File: src/rtl/div_unit.sv
// rtl/div_unit.sv - iterative radix-2 restoring divider (DIV/DIVU), result = {remainder, quotient}
// Optional divide-by-zero flag output: define DIV_ZERO_FLAG_EN.
module div_unit #(
    parameter int WIDTH = 32,
    parameter int CNT_W = 6
) (
    input  logic               clk,
    input  logic               rst,
    input  logic               start,
    input  logic               sign,
    input  logic               annul,
    input  logic [WIDTH-1:0]   opdata1,
    input  logic [WIDTH-1:0]   opdata2,
    output logic [2*WIDTH-1:0] result,
    output logic               ready,
    output logic               busy,
    output logic               div_zero
);

    typedef enum logic [1:0] {IDLE, DIV_ON, DZERO, DEND} state_t;

    state_t             state_q, state_d;
    logic [CNT_W-1:0]   cnt_q, cnt_d;
    logic [WIDTH-1:0]   rem_q, rem_d;
    logic [WIDTH-1:0]   quo_q, quo_d;
    logic [WIDTH-1:0]   dvs_q, dvs_d;
    logic               negq_q, negq_d;
    logic               negr_q, negr_d;
    logic [2*WIDTH-1:0] result_q, result_d;

    logic [WIDTH:0]     shifted;
    logic [WIDTH:0]     diff;
    logic [WIDTH-1:0]   step_rem;
    logic [WIDTH-1:0]   step_quo;

    // quo_q starts as the dividend magnitude and fills with quotient bits from the right
    always_comb begin
        shifted  = {rem_q, quo_q[WIDTH-1]};
        diff     = shifted - {1'b0, dvs_q};
        step_rem = diff[WIDTH] ? shifted[WIDTH-1:0] : diff[WIDTH-1:0];
        step_quo = {quo_q[WIDTH-2:0], ~diff[WIDTH]};
    end

    always_comb begin
        state_d  = state_q;
        cnt_d    = cnt_q;
        rem_d    = rem_q;
        quo_d    = quo_q;
        dvs_d    = dvs_q;
        negq_d   = negq_q;
        negr_d   = negr_q;
        result_d = result_q;
        case (state_q)
            IDLE: begin
                if (start && !annul) begin
                    cnt_d   = '0;
                    rem_d   = '0;
                    quo_d   = (sign && opdata1[WIDTH-1]) ? -opdata1 : opdata1;
                    dvs_d   = (sign && opdata2[WIDTH-1]) ? -opdata2 : opdata2;
                    negq_d  = sign && (opdata1[WIDTH-1] ^ opdata2[WIDTH-1]);
                    negr_d  = sign && opdata1[WIDTH-1];
                    state_d = (opdata2 == '0) ? DZERO : DIV_ON;
                end
            end
            DIV_ON: begin
                if (annul) begin
                    state_d = IDLE;
                end else begin
                    rem_d = step_rem;
                    quo_d = step_quo;
                    cnt_d = cnt_q + CNT_W'(1);
                    // final step lands directly in DEND with the sign-corrected result
                    if (cnt_q == CNT_W'(WIDTH - 1)) begin
                        state_d  = DEND;
                        result_d = {negr_q ? -step_rem : step_rem,
                                    negq_q ? -step_quo : step_quo};
                    end
                end
            end
            DZERO: begin
                if (annul) begin
                    state_d = IDLE;
                end else begin
                    state_d  = DEND;
                    result_d = '0;
                end
            end
            DEND: begin
                state_d = IDLE;
            end
            default: begin
                state_d = IDLE;
            end
        endcase
    end

    always_ff @(posedge clk) begin
        if (rst) begin
            state_q  <= IDLE;
            cnt_q    <= '0;
            rem_q    <= '0;
            quo_q    <= '0;
            dvs_q    <= '0;
            negq_q   <= 1'b0;
            negr_q   <= 1'b0;
            result_q <= '0;
        end else begin
            state_q  <= state_d;
            cnt_q    <= cnt_d;
            rem_q    <= rem_d;
            quo_q    <= quo_d;
            dvs_q    <= dvs_d;
            negq_q   <= negq_d;
            negr_q   <= negr_d;
            result_q <= result_d;
        end
    end

`ifdef DIV_ZERO_FLAG_EN
    logic dz_q;

    // sticky until the next accepted start so it can be read alongside or after ready
    always_ff @(posedge clk) begin
        if (rst) begin
            dz_q <= 1'b0;
        end else if (state_q == IDLE && start && !annul) begin
            dz_q <= 1'b0;
        end else if (state_q == DZERO && !annul) begin
            dz_q <= 1'b1;
        end
    end

    assign div_zero = dz_q;
`else
    assign div_zero = 1'b0;
`endif

    assign result = result_q;
    assign ready  = (state_q == DEND);
    assign busy   = (state_q != IDLE);

endmodule

File: config.mk
export PLATFORM = sky130hd
export DESIGN_NAME = div_unit
export DESIGN_NICKNAME = d
export VERILOG_FILES = /design/src/rtl/div_unit.sv
export SDC_FILE = /design/constraint.sdc
export NUM_CORES = 1
export LEC_CHECK = 0
export ABC_AREA = 1
export CAP_MARGIN = 20
export CORE_AREA = 5 5 141 277
export CTS_CLUSTER_DIAMETER = 80
export CTS_CLUSTER_SIZE = 24
export DETAILED_ROUTE_END_ITERATION = 12
export DIE_AREA = 0 0 146 282
export GPL_TIMING_DRIVEN = 0
export MAX_ROUTING_LAYER = met4
export PLACE_DENSITY = 0.49
export SLEW_MARGIN = 20
export SYNTH_ARGS = -nofsm -noshare
export SYNTH_HDL_FRONTEND = slang
export SYNTH_SLANG_ARGS = --single-unit
File: constraint.sdc
create_clock -name clk -period 5.33 [get_ports clk]
set_input_delay 1.066 -clock clk [delete_from_list [all_inputs] [get_ports clk]]
set_output_delay 1.066 -clock clk [all_outputs]
set_load 0.01 [all_outputs]
After elaboration in Yosys (flattened, before gate mapping) --
Cells that the tools add are included.
Cells by class: $add $sub $neg 6, $mul 0, divide/modulo/power cells 0, $lt $le $gt $ge 0, eq/ne operators 9, shift operators 0, mux-type cells 24, bitwise logic cells 2, reduce and logical (&&, ||, !) cells 14
Operators by type and width (count):
- $mux W32 | 9
- $mux W64 | 3
- $neg A32 Y32 | 4
- $pmux W32 S2 | 2
- $pmux W64 S2 | 1
- $sub A33 B32 Y33 | 1
- $logic_not A32 Y1 | 1
- $mux W6 | 2
- $pmux W6 S2 | 1
- $mux W2 | 5
- $ne A2 B2 Y1 const B | 4
- $pmux W2 S4 | 1
- $add A6 B1 Y6 const B | 1
- $eq A6 B5 Y1 const B | 1
- $reduce_bool A2 Y1 | 3
- $eq A2 B2 Y1 const B | 2
- $logic_and A1 B1 Y1 | 4
- $reduce_and A2 Y1 | 2
- $reduce_and A4 Y1 | 1
- $ne A3 B3 Y1 const B | 1
- $reduce_and A3 Y1 | 1
- $eq A2 B1 Y1 const B | 1
- $logic_not A2 Y1 | 1
- $logic_not A1 Y1 | 1
- other kinds (2) | 2
Word-level totals: register bits 170, latch bits 0, memory bits (writable) 0, memory bits (read-only) 0, input port bits 69, output and inout bits 67, memories 0

Logic depth before layout (Yosys ltp) --
depth in word-level cells 7, depth in mapped cells 28

Least setup slack after synthesis --
Ideal clock, no wire load.
kind register to register, start point reg quo_q[31], end point reg result_q[30], in the netlist result[30], library setup time 132 ps, arrival time 3598 ps, data required time 5198 ps, path slack 1600 ps, cell stages (with the launch flop) 27, cells stage by stage dfxtp_1 inv_1 ha_1 inv_1 fa_1 nand2_1 nand2_1 nand3_1 nand2_1 nand2_1 nand2_2 nand2_4 nand3_4 nand2_8 buf_6 ha_1 nand3_1 nor3_1 nand2_1 nor3_2 nand4_1 or2_2 nor3_2 a21oi_1 nor3_1 nand3b_1 a21oi_1
On the way: word-level cells in the longest chain between the ends 7
RTL lines:
- start: declaration | line 25 | logic [WIDTH-1:0] quo_q, quo_d;
- start signal: assignment | line 111 | quo_q <= quo_d;
- $sub A33 B32 Y33 | line 39 | diff = shifted - {1'b0, dvs_q};
- $not A1 Y1 | line 41 | step_quo = {quo_q[WIDTH-2:0], ~diff[WIDTH]};
- $neg A32 Y32 | line 76 | negq_q ? -step_quo : step_quo};
- $mux W32 | line 76
- $mux W64 | line 73 | if (cnt_q == CNT_W'(WIDTH - 1)) begin
- $mux W64 | line 66 | if (annul) begin
- $pmux W64 S2 | line 53 | case (state_q)
- end signal: assignment | line 115 | result_q <= result_d;
- end: declaration | line 29 | logic [2*WIDTH-1:0] result_q, result_d;
No other way between the ends. The select of a mux whose other input is x is not followed. A chain may end at the register's enable or synchronous reset.

Worst setup path after layout --
start point reg dvs_q[0], end point reg result_q[26], in the netlist result[26]
On the way: word-level cells in the longest chain between the ends 7
RTL lines:
- start: declaration | line 26 | logic [WIDTH-1:0] dvs_q, dvs_d;
- start signal: assignment | line 112 | dvs_q <= dvs_d;
- $sub A33 B32 Y33 | line 39
- $not A1 Y1 | line 41
- $neg A32 Y32 | line 76
- $mux W32 | line 76
- $mux W64 | line 73
- $mux W64 | line 66
- $pmux W64 S2 | line 53
No other way between the ends. The select of a mux whose other input is x is not followed.

==> flow_summary.json <==
{
  "n_fill_cell": 4055,
  "ir_worst_vdd_v": 0.0002670,
  "synth_top_area_share_pct": 27.00,
  "slew_headroom_pct": 42.14,
  "max-cap-violations": 0,
  "ios": 136,
  "cts_tree": "yes",
  "post_drt_wl_per_cell_microns": 19.87,
  "postCtsHoldBufs": 0,
  "dpl_cell_area_sq_um": 14520,
  "synth-seq-area-share_pct": 27.00,
  "dr_total_vias": 13730,
  "required_ns": 5.71,
  "regToRegSetupSlack_ns": 0.45,
  "numClockSinks": 170,
  "synthFlopType": "dfxtp_1",
  "viasPerCell": 5.089,
  "cts_root_buf": "clkbuf_16",
  "crit_arrival_ns": 5.26,
  "seqCellArea_sq_um": 3403,
  "grt_antenna_before_repair": 0,
  "power.density_nw_per_um2": 539.9,
  "hold_viol": 0,
  "tightest_slew_ns": 0.8680,
  "finalMaxSlewViolations": 0,
  "grt_max_degree": 17,
  "syn2layout_area_growth_pct": 19.98,
  "final_cell_area_sq_um": 15120,
  "critical_path.max_fanout": 10,
  "synth.largest_area_cell": "dfxtp_1",
  "cts.repair.resized": 0,
  "yosysUniqueCellTypes": 56,
  "synth_area_per_cell_sq_um": 6.063,
  "yosysWarnings": 0,
  "drt_iter0_markers": 773,
  "clk_pin_slew_worst_paths_ns": 0.08,
  "min_period_ns": 4.879,
  "outcome": "finished clean",
  "drive_gt1_share_pct": 5.348,
  "cts_buffers": 17,
  "hpwl_microns": 44970,
  "hold_class": "reg2reg",
  "portBuffers": 133,
  "end_kind": "flop",
  "start_util_pct": 34.50,
  "clock_latency_ns": 0.46,
  "grt_pass1_wl_microns": 79430,
  "drt-total-wl_microns": 53620,
  "first_pass_iters": 5,
  "cts_buffer_depth": 2,
  "grt_overflow": 0,
  "critPathLaunchType": "flop",
  "htree_num_levels": 4,
  "postRouteAntennaNets": 0,
  "syn-cell-area_sq_um": 12610,
  "multi_input_area_sq_um": 7839,
  "synth_edf_count": 0,
  "rsz0062_at_grt": "no",
  "skew_ns": 0.01744,
  "async_reset_ff_share_pct": 0,
  "fp.dieW_microns": 146,
  "total_leakage_power_uw": 0.006965,
  "nets": 2343,
  "setup_viol": 0,
  "syn_nets": 2190,
  "post_cts_buffers": 0,
  "diodes": 0,
  "gp_congestion": 0.9543,
  "remaining_drc_errors": 0,
  "fp.dieH_microns": 282,
  "grt_usage_pct": 26.29,
  "fin_setup_tns_ns": 0,
  "crit_type": "reg2reg",
  "fmax_mhz": 205.0,
  "whs_ns": 0.4674,
  "rows": 99,
  "post-route-period-util_pct": 91.54,
  "synthTopCellsByArea": "dfxtp_1 27%, nand2_1 19%, a21oi_1 9.1%, inv_1 7.6%, nor2_1 4.9%",
  "dieArea_sq_um": 41170,
  "syn_inst": 2079,
  "ys_ff_latch": 170,
  "core_area_sq_um": 36540,
  "first_global_vias": 13700
}
-- worst paths after layout --
kind              startpoint    endpoint  cells past startpoint
hold / removal     result[3]   result[3]                      2
hold reg to reg    result[3]   result[3]                      2
setup / recovery    dvs_q[0]  result[26]                     25
setup reg to reg    dvs_q[0]  result[26]                     25
-- cell type report --
type	instances	area share, %
tap	454	3.756
sequential	170	22.50
multi-input combinational	1562	51.83
clock inverter	13	1.026
buffer	81	2.531
inverter	266	6.602
clock buffer	18	2.904
timing repair buffer	134	8.852
-- metal layers --
metal / track usage (%) / vias up / part of all wire (%)
met4: 14.95 / 0 / 6.3
li1: - / 7001 / -
met5: - / - / 0
met1: 22.15 / 6311 / 33
met3: 3.345 / 104 / 3.0
met2: 53.96 / 315 / 57
-- synthesized netlist by cell type, types with 4 or more instances --
cell type,instances
nand2_1,629
inv_1,256
a21oi_1,230
dfxtp_1,170
nor2_1,164
nand3_1,121
o21ai_0,108
clkbuf_1,62
xor2_1,49
ha_1,41
nor3_1,31
o211ai_1,23
nand2_2,21
nand4_1,21
xnor2_1,17
nand3b_1,13
nor2_2,11
nor4_1,10
or2_2,9
o21ai_1,8
inv_2,7
o221ai_1,7
buf_6,6
nand2_4,6
buf_2,5
buf_1,4
o21bai_1,4
-- cells by family after synthesis --
group                    count (synthesis)  share of synthesized area (%)
other                                    1                        0.02975
flip-flops                             170                          27.00
XOR/XNOR                                66                          4.586
AND/OR/NAND/NOR                       1053                          35.92
buffers and inverters                  347                          10.96
adder cells (fa/ha/maj)                 42                          4.228
AO/OA/AOI/OAI                          400                          17.28
-- power by group --
| part | leakage, uW | switching, uW | internal, uW |
|---|---|---|---|
| Clock | 0.000288 | 599 | 714 |
| Sequential | 0.00138 | 260 | 1510 |
| Combinational | 0.00530 | 3510 | 1570 |
| Total | 0.00696 | 4370 | 3800 |
-- metrics by stage --
step	worst slack [ns]	power, uW	instances	utilization, %
after floorplan	1.600	5089	2079	-
after global placement	0.2854	6850	2666	39.70
after detailed placement	0.3791	6864	2667	39.75
after CTS	0.3363	8197	2698	41.37
after global routing	0.05282	8785	2698	41.39
final	0.4509	8166	2698	41.39
-- state kept, by name, indices dropped and copies added, names as in the netlist --
register  cells
negq_q        1
cnt_q         6
dvs_q        32
result       64
rem_q        32
state_q       2
quo_q        32
negr_q        1
-- worst max-delay path: stages, from the launching register on --
cell,delay (ns)
dfxtp_1,0.49
ha_1,0.21
inv_1,0.07
fa_1,0.40
nand2_1,0.09
nand2_1,0.08
nand3_1,0.10
nand2_1,0.13
nand2_1,0.11
nand2_2,0.10
nand2_4,0.13
nand3_4,0.17
nand2_8,0.17
buf_6,0.17
ha_1,0.19
nand3_1,0.11
nor3_1,0.24
nand2_1,0.18
nor3_4,0.23
nand4_1,0.25
or2_2,0.41
nor3_2,0.18
a21oi_1,0.14
a21oi_1,0.15
o21ai_0,0.15
a21oi_1,0.14
-- layout by cell type, fill, tap and decap left out, types with 5 or more instances in the layout --
master           count
ha_1                41
o21ai_1              8
nor4_1               9
xor2_1              49
o211ai_1            23
or2_2                9
nor2_2              11
o221ai_1             7
clkbuf_1            62
xnor2_1             17
nand2_2             21
inv_6                5
clkdlybuf4s50_1    133
dfxtp_1            170
o21ai_0            108
nand3b_1            13
nor2_1             164
buf_2                5
a21oi_1            230
inv_2                7
nand3_1            121
nand2_1            629
inv_1              256
nand2_4              6
clkbuf_16           17
buf_6                6
nand4_1             21
nor3_1              30
(Power assumes the default switching activity.)
